[config.mk]
export PLATFORM = sky130hd
export DESIGN_NAME = trng_postproc
export DESIGN_NICKNAME = d
export VERILOG_FILES = /design/src/rtl/trng_pkg.sv /design/src/rtl/trng_byte_fifo.sv /design/src/rtl/trng_postproc.sv
export SDC_FILE = /design/constraint.sdc
export NUM_CORES = 1
export LEC_CHECK = 0
export BUFFER_PORTS_ARGS = -buffer_cell sky130_fd_sc_hd__buf_2
export CORE_ASPECT_RATIO = 0.6
export CORE_MARGIN = 1
export CORE_UTILIZATION = 65
export CTS_BUF_LIST = sky130_fd_sc_hd__clkbuf_2 sky130_fd_sc_hd__clkbuf_4 sky130_fd_sc_hd__clkbuf_8
export DETAILED_ROUTE_END_ITERATION = 10
export GPL_TIMING_DRIVEN = 0
export PLACE_DENSITY = 0.95
export SLEW_MARGIN = 20
export SYNTH_ARGS = -nofsm -noshare
export SYNTH_HDL_FRONTEND = slang
export SYNTH_SLANG_ARGS = --single-unit
[constraint.sdc]
create_clock -name clk -period 8.4 [get_ports clk]
set_input_delay 0.42 -clock clk [delete_from_list [all_inputs] [get_ports clk]]
set_output_delay 0.42 -clock clk [all_outputs]
set_load 0.01 [all_outputs]
[src/rtl/trng_pkg.sv]
// Shared constants and types for the TRNG post-processing block.
// Holds the parameter defaults, the byte width and the von Neumann corrector state encoding.
package trng_pkg;

  localparam int BYTE_W         = 8;
  localparam int RCT_CUTOFF_DEF = 32;
  localparam int FIFO_DEPTH_DEF = 4;

  typedef enum logic {
    VN_EMPTY = 1'b0,
    VN_HALF  = 1'b1
  } vn_state_t;

endpackage

[src/rtl/trng_byte_fifo.sv]
// Small byte FIFO with flush, holding packed random bytes until the consumer drains them.
// The head byte is read combinationally from the storage array.
module trng_byte_fifo
  import trng_pkg::*;
#(
  parameter int DEPTH = FIFO_DEPTH_DEF
) (
  input  logic              clk,
  input  logic              rst_n,
  input  logic              i_flush,
  input  logic              i_push,
  input  logic [BYTE_W-1:0] i_data,
  input  logic              i_pop,
  output logic [BYTE_W-1:0] o_data,
  output logic              o_full,
  output logic              o_empty
);

  localparam int AW = $clog2(DEPTH);
  localparam logic [AW:0] PTR_ONE = (AW+1)'(1);

  logic [BYTE_W-1:0] r_mem [DEPTH];
  logic [AW:0]       r_wr_ptr;
  logic [AW:0]       r_rd_ptr;
  logic              w_do_push;
  logic              w_do_pop;

  // Pointers carry one extra wrap bit so full and empty are distinguishable.
  assign o_empty   = (r_wr_ptr == r_rd_ptr);
  assign o_full    = (r_wr_ptr[AW] != r_rd_ptr[AW]) &&
                     (r_wr_ptr[AW-1:0] == r_rd_ptr[AW-1:0]);
  assign w_do_pop  = i_pop && !o_empty;
  assign w_do_push = i_push && (!o_full || w_do_pop);
  assign o_data    = r_mem[r_rd_ptr[AW-1:0]];

  always_ff @(posedge clk) begin
    if (!rst_n || i_flush) begin
      r_wr_ptr <= '0;
      r_rd_ptr <= '0;
    end else begin
      if (w_do_push) r_wr_ptr <= r_wr_ptr + PTR_ONE;
      if (w_do_pop)  r_rd_ptr <= r_rd_ptr + PTR_ONE;
    end
  end

  always_ff @(posedge clk) begin
    if (!rst_n) begin
      for (int i = 0; i < DEPTH; i++) r_mem[i] <= '0;
    end else if (w_do_push && !i_flush) begin
      r_mem[r_wr_ptr[AW-1:0]] <= i_data;
    end
  end

endmodule

[src/rtl/trng_postproc.sv]
// TRNG post-processing: decimation, parity fold, repetition-count health test,
// von Neumann debiasing and LSB-first byte packing into a drainable FIFO.
module trng_postproc
  import trng_pkg::*;
#(
  parameter int DIV_W      = 8,
  parameter int RCT_CUTOFF = RCT_CUTOFF_DEF,
  parameter int FIFO_DEPTH = FIFO_DEPTH_DEF
) (
  input  logic              clk,
  input  logic              rst_n,
  input  logic              enable,
  input  logic [DIV_W-1:0]  sample_div,
  input  logic [15:0]       raw_in,
  input  logic              health_clr,
  output logic              ro_en,
  output logic [BYTE_W-1:0] out_data,
  output logic              out_valid,
  input  logic              out_ready,
  output logic              health_fail,
  output logic              overflow
);

  logic              r_ro_en;
  logic              r_health_fail;
  logic              r_overflow;
  logic [DIV_W-1:0]  r_div_cnt;
  logic [DIV_W-1:0]  w_div_max;
  logic              w_strobe;
  logic              r_s1_valid;
  logic              r_s1_bit;
  logic              w_take;
  logic [7:0]        r_rct_cnt;
  logic [7:0]        w_rct_next;
  logic              r_prev_bit;
  logic              w_hf_set;
  vn_state_t         r_vn_state;
  vn_state_t         w_vn_next;
  logic              r_vn_bit;
  logic              w_vn_emit;
  logic              w_vn_clr;
  logic [BYTE_W-1:0] r_pack;
  logic [2:0]        r_pack_cnt;
  logic [BYTE_W-1:0] w_pack_byte;
  logic              w_push;
  logic              w_pop;
  logic              w_full;
  logic              w_empty;
  logic              w_ovf_set;

  assign w_div_max = (sample_div == '0) ? '0 : sample_div - DIV_W'(1);
  assign w_strobe  = r_ro_en && (r_div_cnt == w_div_max);
  // An S1 sample is dropped if enable has fallen or the health test has tripped.
  assign w_take    = r_s1_valid && enable && !r_health_fail;

  always_ff @(posedge clk) begin
    if (!rst_n) begin
      r_div_cnt  <= '0;
      r_s1_valid <= 1'b0;
      r_s1_bit   <= 1'b0;
    end else begin
      r_s1_valid <= w_strobe;
      if (w_strobe) r_s1_bit <= ^raw_in;
      if (!r_ro_en || w_strobe) r_div_cnt <= '0;
      else                      r_div_cnt <= r_div_cnt + DIV_W'(1);
    end
  end

  always_comb begin
    w_rct_next = 8'd1;
    if ((r_rct_cnt != 8'd0) && (r_s1_bit == r_prev_bit))
      w_rct_next = (r_rct_cnt == 8'hFF) ? r_rct_cnt : r_rct_cnt + 8'd1;
  end

  assign w_hf_set = w_take && (w_rct_next == 8'(RCT_CUTOFF)) && !health_clr;

  // A zero count marks "no previous bit", so the next bit restarts the run at 1.
  always_ff @(posedge clk) begin
    if (!rst_n || health_clr || !enable) begin
      r_rct_cnt  <= 8'd0;
      r_prev_bit <= 1'b0;
    end else if (w_take) begin
      r_rct_cnt  <= w_rct_next;
      r_prev_bit <= r_s1_bit;
    end
  end

  assign w_vn_clr = !enable || w_hf_set;

  always_ff @(posedge clk) begin
    if (!rst_n || w_vn_clr) r_vn_state <= VN_EMPTY;
    else                    r_vn_state <= w_vn_next;
  end

  always_comb begin
    w_vn_next = r_vn_state;
    if (w_take) begin
      case (r_vn_state)
        VN_EMPTY: w_vn_next = VN_HALF;
        VN_HALF:  w_vn_next = VN_EMPTY;
        default:  w_vn_next = VN_EMPTY;
      endcase
    end
  end

  always_comb begin
    w_vn_emit = w_take && (r_vn_state == VN_HALF) && (r_vn_bit != r_s1_bit);
  end

  always_ff @(posedge clk) begin
    if (!rst_n)                                  r_vn_bit <= 1'b0;
    else if (w_take && (r_vn_state == VN_EMPTY)) r_vn_bit <= r_s1_bit;
  end

  always_comb begin
    w_pack_byte             = r_pack;
    w_pack_byte[r_pack_cnt] = r_vn_bit;
  end

  assign w_push = w_vn_emit && (r_pack_cnt == 3'd7) && !w_vn_clr;

  always_ff @(posedge clk) begin
    if (!rst_n || w_vn_clr) begin
      r_pack     <= '0;
      r_pack_cnt <= 3'd0;
    end else if (w_vn_emit) begin
      r_pack     <= w_pack_byte;
      r_pack_cnt <= r_pack_cnt + 3'd1;
    end
  end

  assign w_pop     = out_ready && !w_empty;
  assign w_ovf_set = w_push && w_full && !w_pop;

  trng_byte_fifo #(
    .DEPTH (FIFO_DEPTH)
  ) u_fifo (
    .clk     (clk),
    .rst_n   (rst_n),
    .i_flush (w_hf_set),
    .i_push  (w_push),
    .i_data  (w_pack_byte),
    .i_pop   (w_pop),
    .o_data  (out_data),
    .o_full  (w_full),
    .o_empty (w_empty)
  );

  always_ff @(posedge clk) begin
    if (!rst_n) begin
      r_ro_en       <= 1'b0;
      r_health_fail <= 1'b0;
      r_overflow    <= 1'b0;
    end else begin
      r_ro_en <= enable && !r_health_fail;
      if (health_clr)    r_health_fail <= 1'b0;
      else if (w_hf_set) r_health_fail <= 1'b1;
      if (health_clr)     r_overflow <= 1'b0;
      else if (w_ovf_set) r_overflow <= 1'b1;
    end
  end

  assign ro_en       = r_ro_en;
  assign out_valid   = !w_empty;
  assign health_fail = r_health_fail;
  assign overflow    = r_overflow;

endmodule

==> impl_metrics.env, run 1 <==
export IMPL_status="finished clean"
export IMPL_setup_total_negative_slack_ns=0
export IMPL_antenna_found_initial=0
export IMPL_remaining_drc_errors=0
export IMPL_power_leakage_nw=1.60
export IMPL_sequence_of_cells_on_the_critical_path="clkbuf_1 > nor4_1 > a31oi_1 > nand2_1 > nor3_1 > and3_1 > clkbuf_1 > buf_1 > nor4_1"
export IMPL_ctsLongestPathBuffers=2
export IMPL_ctsResizeCount=0
export IMPL_postSynth_asyncResetShare_pct=0
export IMPL_synth_area_top_cells="edfxtp_1 (23%), dfxtp_1 (21%), xnor2_1 (5.7%), nor4_1 (5.4%), nor3_1 (4.4%)"
export IMPL_p_int_w=0.000587
export IMPL_ctsHtreeMaxLevel=3
export IMPL_design_portCount=41
export IMPL_final_layout_size_suffix_gt1_share_pct=16.3
export IMPL_routed_via_density=6.79
export IMPL_grt_setup_unrepaired="no"
export IMPL_dpl_instance_area_um2=4520
export IMPL_slowest_delay_ns=0.59
export IMPL_route_vias_total=3864
export IMPL_tritoncts_num_sinks=75
export IMPL_switchingPower_w=0.000176
export IMPL_yosys_register_bits=75
export IMPL_share_comb_of_total_power_pct=8.1
export IMPL_pin_count_of_the_biggest_net_entering_global_routing=15
export IMPL_synth_cells_most_frequent="dfxtp_1 (43), nor3_1 (37), nor4_1 (36)"
export IMPL_stdcell_count=569
export IMPL_tritoncts_clock_tree="built"
export IMPL_worst_slack_ns=4.93
export IMPL_portion_of_total_power_attributed_to_sequential_cells_pct=51.1
export IMPL_place_port_buffers=38
export IMPL_coreArea_um2=6140
export IMPL_p_per_area_nw_per_um2=161
export IMPL_first_iter_violations=550
export IMPL_hold_path_class="in -> reg"
export IMPL_root_buffer_cell="clkbuf_8"
export IMPL_timing_critical_path_required_ns=8.48
export IMPL_period_needed_ns=3.47
export IMPL_achievable_frequency_ghz=0.288
export IMPL_crit_path_capture_type="flop"
export IMPL_reg2reg_setup_slack_ns=4.93
export IMPL_num_rows=22
export IMPL_final_period_utilization_pct=41.3
export IMPL_main_synth_ff_type="dfxtp_1"
export IMPL_detailedPlace_worstSlack_ns=5.27
export IMPL_synthesis_yosys_warnings=0
export IMPL_synth_fp_nets=464
export IMPL_die_area_um2=6740
export IMPL_timing_final_max_slew_violations=0
export IMPL_worstSetupPathDepth=9
export IMPL_timing_final_setup_violations=0
export IMPL_cts_buffers=9
export IMPL_clk_insertion_delay_late_ns=0.36
export IMPL_worst_setup_path_start_kind="flop"
export IMPL_cts_post_setup_buffers_inserted=0
export IMPL_setup_worst_path_end="u_fifo.r_mem[3][5]"
export IMPL_area_growth_synth_to_final_pct=13.8
export IMPL_dp_hpwl_um=7300
export IMPL_filler_cell_count=383
export IMPL_yosys_area_top_type_share_pct=23.1
export IMPL_post_synth_edffs=32
export IMPL_grt_pass1_wl_um=17900
export IMPL_worstPathMaxFanout=10
export IMPL_grtUsageTotal_pct=34.4
export IMPL_number_of_buffers_and_inverters_on_the_critical_path=3
export IMPL_gr_total_overflow=0
export IMPL_detailedRoute_firstPassIterationCount=9
export IMPL_fin_area_um2=4740
export IMPL_antenna_left=0
export IMPL_regArea_um2=1820
export IMPL_synth_most_common_cell="dfxtp_1"
export IMPL_max_vdd_ir_drop_mv=0.144
export IMPL_gate_count_after_technology_mapping=427
export IMPL_seq_area_frac_synth_pct=43.7
export IMPL_cts_reportedPaths_clkPinSlew_ns=0.08
export IMPL_hold_buffers=0
export IMPL_arrival_worst_endpoint_ns=3.55
export IMPL_synth_cell_type_count=58
export IMPL_finalWeightedCongestion=0.939
export IMPL_wl_per_cell_um=18.9
export IMPL_slew_headroom_pct=51.1
export IMPL_footprint_of_the_multi_input_gates_um2=2200
export IMPL_worst_setup_path_startpoint="r_rct_cnt[4]"
export IMPL_first_global_vias=3793
export IMPL_syn_area_um2=4170
export IMPL_critPathTopFamily="buffers and inverters"
export IMPL_initial_core_util_pct=67.9
export IMPL_worstMarginPinSlew_ns=0.730
export IMPL_crit_slowest_cell="a31oi_1"
export IMPL_die_h_um=64.0
export IMPL_report_final_hold_viol_count=0
export IMPL_r2r_start="r_rct_cnt[4]"
export IMPL_dieWidth_um=105
export IMPL_worstRegToRegCells=9
export IMPL_switching_share_pct=23.0
export IMPL_rr_endpoint="u_fifo.r_mem[3][5]"
export IMPL_yosysTopAreaCell="edfxtp_1"
export IMPL_postSynthAreaPerCell_um2=9.76
export IMPL_p_clk_share_pct=40.8
export IMPL_placed_cells=553
export IMPL_timing_clock_skew_ns=0.00976
export IMPL_critPathKind="reg -> reg"
export IMPL_cap_viol_max_count=0
export IMPL_design_final_nets=517
export IMPL_routed_wl_um=10800
export IMPL_ant_diodes=0
area by class of cell:
| class | instances | share of cell area (%) |
|---|---|---|
| plain buffers | 32 | 2.88 |
| clock buffers | 10 | 2.77 |
| clock inverters | 6 | 1.90 |
| inverters | 10 | 0.792 |
| multi-input cells | 310 | 46.4 |
| flip-flops and latches | 75 | 38.4 |
| well taps | 84 | 2.22 |
| repair buffers | 42 | 4.59 |
logic make-up after synthesis:
family                   Yosys count  synth area share [%]
buffers and inverters             42                  4.17
multiplexers                      21                  7.45
XOR/XNOR                          40                  8.41
AO/OA/AOI/OAI                     65                  10.7
adder cells (fa/ha/maj)            8                  2.40
AND/OR/NAND/NOR                  176                  23.2
flip-flops                        75                  43.7
worst register-to-register path, stage by stage, from the launching register on:
cell and delay, ns:
dfxtp_1 0.36, clkbuf_1 0.35, nor4_1 0.12, a31oi_1 0.59, nand2_1 0.30, nor3_1 0.23, and3_1 0.23, clkbuf_1 0.44
buf_1 0.45, nor4_1 0.13
sequential cells by signal, indices dropped and copies added, names as in the netlist, 3 cells and up, named ones only:
register / flops
r_rct_cnt: 8
r_pack_cnt: 3
u_fifo.r_rd_ptr: 3
r_div_cnt: 8
u_fifo.r_wr_ptr: 3
u_fifo.r_mem: 32
r_pack: 8
layout by cell type, fill, tap and decap left out, types with 3 or more instances in the layout:
cell type	Yosys	routed
buf_4	2	5
dfxtp_1	43	43
nor3_1	37	37
mux2i_1	13	13
a21oi_1	14	14
nand2_1	33	33
clkbuf_1	26	26
ha_1	8	8
o21ai_0	19	19
and4_1	3	3
and3_1	5	5
a31oi_1	4	4
nor3b_1	5	5
edfxtp_1	32	32
o41ai_2	0	4
mux4_2	8	8
inv_1	9	9
a21o_1	3	3
nor2_1	16	16
nand3b_1	3	3
o31a_1	3	3
nor4_1	36	36
xnor2_1	27	27
xor2_1	13	13
nand4_1	3	3
and2_1	3	3
nand3_1	13	13
clkbuf_8	0	9
nor2b_1	3	3
buf_2	1	40
how the worst min path moves through the flow:
stage / start / endpoint / slack [ns] / depth (start not counted)
global route: health_clr / health_fail / 0.38 / 3
floorplan: health_fail / ro_en / 0.47 / 1
global placement: overflow / overflow / 0.45 / 2
CTS: health_clr / health_fail / 0.37 / 3
detailed placement: overflow / overflow / 0.46 / 2
finish: health_clr / health_fail / 0.38 / 3
power by group through the flow:
stage / Sequential (W) / Combinational [W] / Clock, W
2_1_floorplan: 0.000397 / 0.0000397 / 0
3_3_place_gp: 0.000398 / 0.0000563 / 0
3_5_place_dp: 0.000398 / 0.0000607 / 0
4_1_cts: 0.000390 / 0.0000613 / 0.000309
5_1_grt: 0.000391 / 0.0000673 / 0.000327
6_report: 0.000390 / 0.0000620 / 0.000311
per-layer routing:
| layer | vias up | wire length [um] | global-route usage [%] | share of wire (%) |
|---|---|---|---|---|
| met4 | 0 | 384 | 15.8 | 3.6 |
| met1 | 1762 | 4200 | 42.6 | 39 |
| met2 | 328 | 4930 | 55.5 | 46 |
| met3 | 57 | 1260 | 10.7 | 12 |
| li1 | 1717 | - | - | - |
| met5 | - | 0 | 0 | 0 |
through the flow:
step	utilization, %	hold slack [ns]	power, W
global route	77.2	0.382	0.000785
finish	77.2	0.378	0.000762
detailed placement	73.6	0.464	0.000459
global placement	72.7	0.450	0.000454
CTS	77.2	0.368	0.000760
floorplan	-	0.468	0.000437
(Power assumes the default switching activity.)
==> run 2, diff against run 1 <==
--- a/config.mk
+++ b/config.mk
@@ -5,14 +5,15 @@
 export SDC_FILE = /design/constraint.sdc
 export NUM_CORES = 1
 export LEC_CHECK = 0
+export ABC_AREA = 1
 export BUFFER_PORTS_ARGS = -buffer_cell sky130_fd_sc_hd__buf_2
 export CORE_ASPECT_RATIO = 0.6
 export CORE_MARGIN = 1
-export CORE_UTILIZATION = 65
+export CORE_UTILIZATION = 61
 export CTS_BUF_LIST = sky130_fd_sc_hd__clkbuf_2 sky130_fd_sc_hd__clkbuf_4 sky130_fd_sc_hd__clkbuf_8
 export DETAILED_ROUTE_END_ITERATION = 10
 export GPL_TIMING_DRIVEN = 0
-export PLACE_DENSITY = 0.95
+export PLACE_DENSITY = 0.91
 export SLEW_MARGIN = 20
 export SYNTH_ARGS = -nofsm -noshare
 export SYNTH_HDL_FRONTEND = slang
==> constraint.sdc (replaced) <==
create_clock -name clk -period 3.2 [get_ports clk]
set_input_delay 0.16 -clock clk [delete_from_list [all_inputs] [get_ports clk]]
set_output_delay 0.16 -clock clk [all_outputs]
set_load 0.01 [all_outputs]
==> run 2 against run 1 <==
Net effect: sequential share of layout area grew 0.49 points; clock-buffer cell count shrank 1; register-to-register slack lost 4.6 ns; non-clock buffer count shrank 24; clock skew shrank 0.0012 ns; global-route usage shrank 3.7 points; utilization shrank 3.3 points; via count shrank 3.9%; worst hold slack lost 0.31 ns; cell area shrank 1.3%; flip-flop and latch count is the same; critical path depth grew 2; critical endpoint is now u_fifo.r_mem[3][6]; largest cell class unchanged; highest routed layer unchanged.
==> impl_metrics.env, run 2 <==
export IMPL_final_period_utilization_pct=89.7
export IMPL_yosys_register_bits=75
export IMPL_crit_path_capture_type="flop"
export IMPL_routed_wl_um=10100
export IMPL_worstPathMaxFanout=8
export IMPL_p_per_area_nw_per_um2=427
export IMPL_grtUsageTotal_pct=30.7
export IMPL_period_needed_ns=2.87
export IMPL_worst_setup_path_start_kind="flop"
export IMPL_finalWeightedCongestion=0.892
export IMPL_worstRegToRegCells=11
export IMPL_dieWidth_um=109
export IMPL_finalCoreUtilization_pct=73.9
export IMPL_num_rows=22
export IMPL_report_final_hold_viol_count=0
export IMPL_wl_per_cell_um=15.7
export IMPL_detailedPlace_worstSlack_ns=0.0967
export IMPL_power_leakage_nw=1.75
export IMPL_mostFrequentLayoutCells="nor2_1 (89), nand2_1 (67), inv_1 (47)"
export IMPL_gr_total_overflow=0
export IMPL_cap_viol_max_count=0
export IMPL_design_final_nets=592
export IMPL_synth_cell_type_count=39
export IMPL_setup_total_negative_slack_ns=0
export IMPL_ctsResizeCount=0
export IMPL_hold_path_class="in -> reg"
export IMPL_postSynth_asyncResetShare_pct=0
export IMPL_stdcell_count=644
export IMPL_syn_area_um2=4150
export IMPL_tritoncts_num_sinks=75
export IMPL_pin_count_of_the_biggest_net_entering_global_routing=15
export IMPL_tritoncts_clock_tree="built"
export IMPL_seq_area_frac_synth_pct=43.9
export IMPL_hold_buffers=0
export IMPL_die_area_um2=7150
export IMPL_synth_most_common_cell="nor2_1"
export IMPL_gate_count_after_technology_mapping=504
export IMPL_area_growth_synth_to_final_pct=12.7
export IMPL_root_buffer_cell="clkbuf_8"
export IMPL_timing_clock_skew_ns=0.00854
export IMPL_timing_final_max_slew_violations=0
export IMPL_main_synth_ff_type="dfxtp_1"
export IMPL_min_path_cells=3
export IMPL_timing_critical_path_required_ns=3.20
export IMPL_first_global_vias=3463
export IMPL_synth_cells_most_frequent="nor2_1 (89), nand2_1 (67), inv_1 (47)"
export IMPL_ctsHtreeMaxLevel=3
export IMPL_yosys_area_top_type_share_pct=23.1
export IMPL_initial_core_util_pct=65.6
export IMPL_clk_insertion_delay_late_ns=0.37
export IMPL_first_iter_violations=374
export IMPL_worst_slack_ns=0.330
export IMPL_placed_cells=628
export IMPL_timing_final_setup_violations=0
export IMPL_largest_register_ff_count=32
export IMPL_arrival_worst_endpoint_ns=2.87
export IMPL_achievable_frequency_ghz=0.348
export IMPL_final_common_cell="nor2_1"
export IMPL_worstMarginPinSlew_ns=0.849
export IMPL_remaining_drc_errors=0
export IMPL_detailedRoute_firstPassIterationCount=6
export IMPL_antenna_found_initial=0
export IMPL_route_vias_total=3714
export IMPL_slew_headroom_pct=43.0
export IMPL_regMostFlops="u_fifo.r_mem"
export IMPL_cts_post_setup_buffers_inserted=0
export IMPL_post_synth_edffs=32
export IMPL_cts_buffers=9
export IMPL_filler_cell_count=454
export IMPL_synthesis_yosys_warnings=0
export IMPL_max_vdd_ir_drop_mv=0.392
export IMPL_grt_pass1_wl_um=16400
export IMPL_ant_diodes=0
export IMPL_synth_area_top_cells="edfxtp_1 (23%), dfxtp_1 (21%), nor2_1 (8.0%), nand2_1 (6.1%), o21ai_0 (4.3%)"
export IMPL_ctsLongestPathBuffers=2
export IMPL_critPathKind="reg -> reg"
export IMPL_routed_via_density=5.77
export IMPL_synth_fp_nets=541
export IMPL_yosysTopAreaCell="edfxtp_1"
export IMPL_cts_reportedPaths_clkPinSlew_ns=0.08
export IMPL_status="finished clean"
export IMPL_grt_setup_unrepaired="no"
export IMPL_coreArea_um2=6330
export IMPL_place_port_buffers=40
export IMPL_postSynthAreaPerCell_um2=8.24
export IMPL_dp_hpwl_um=7350
export IMPL_timing_hold_ws_ns=0.0701
export IMPL_final_layout_size_suffix_gt1_share_pct=18.0
export IMPL_antenna_left=0
export IMPL_design_portCount=41
export IMPL_die_h_um=65.9
## run 2: cell count changes after synthesis, moves of 9 or more
cell	delta
nand4_1	+9
mux2i_1	-13
inv_1	+38
nor3_1	-27
o21ai_0	+17
nand3_1	+20
nand2_1	+34
nor4_1	-36
clkbuf_1	-20
nor2_1	+73
## run 2: layout make-up
type	instances	area, um2	area share, %
multi-input combinational	369	2090	44.6
inverter	50	188	4.01
buffer	10	58.8	1.26
timing repair buffer	40	200	4.28
sequential	75	1820	38.9
clock buffer	9	124	2.65
clock inverter	7	97.6	2.09
tap	84	105	2.25
## run 2: worst max-delay path, cell delays in order (launching register included)
cell and delay (ns):
dfxtp_1 0.40, inv_1 0.12, ha_1 0.21, nand3_1 0.10, nor2_1 0.06, nor2_2 0.22
nand3_1 0.17, nand4_1 0.14, nor2_2 0.06, nand2_4 0.14, nand3_4 0.16, o21ai_1 0.71
## run 2: worst paths after layout
path                                      endpoint          from  slack (ns)
worst max register to register  u_fifo.r_mem[3][6]  r_rct_cnt[0]        0.33
worst min register to register               ro_en   health_fail        0.46
worst max-delay path            u_fifo.r_mem[3][6]  r_rct_cnt[0]        0.33
worst min-delay path                         ro_en        enable        0.07
## run 2: layer usage
metal | global-route usage (%) | wire, um | vias up
met4 | 8.45 | 166 | 0
met3 | 8.37 | 918 | 28
met5 | 0 | 0 | -
met1 | 39.5 | 4260 | 1724
li1 | - | - | 1782
met2 | 50.8 | 4750 | 180
## run 2: cell families after synthesis
kind of cell             share of synthesized area, %
AND/OR/NAND/NOR                                  29.5
flip-flops                                       43.9
adder cells (fa/ha/maj)                          2.41
XOR/XNOR                                         7.56
AO/OA/AOI/OAI                                    10.8
buffers and inverters                            5.93
## run 2: stage by stage
step,area (um2),total power [W]
after floorplan,4150,0.00114
after global placement,4460,0.00118
after detailed placement,4460,0.00119
after CTS,4680,0.00200
after global routing,4680,0.00206
final,4680,0.00200
## run 2: power breakdown
group	internal, W	switching [W]	total [W]	leakage (nW)
Sequential	0.00102	0.00000815	0.00102	0.650
Combinational	0.0000629	0.0000856	0.000149	0.984
Clock	0.000445	0.000381	0.000825	0.115
Total	0.00152	0.000474	0.00200	1.75
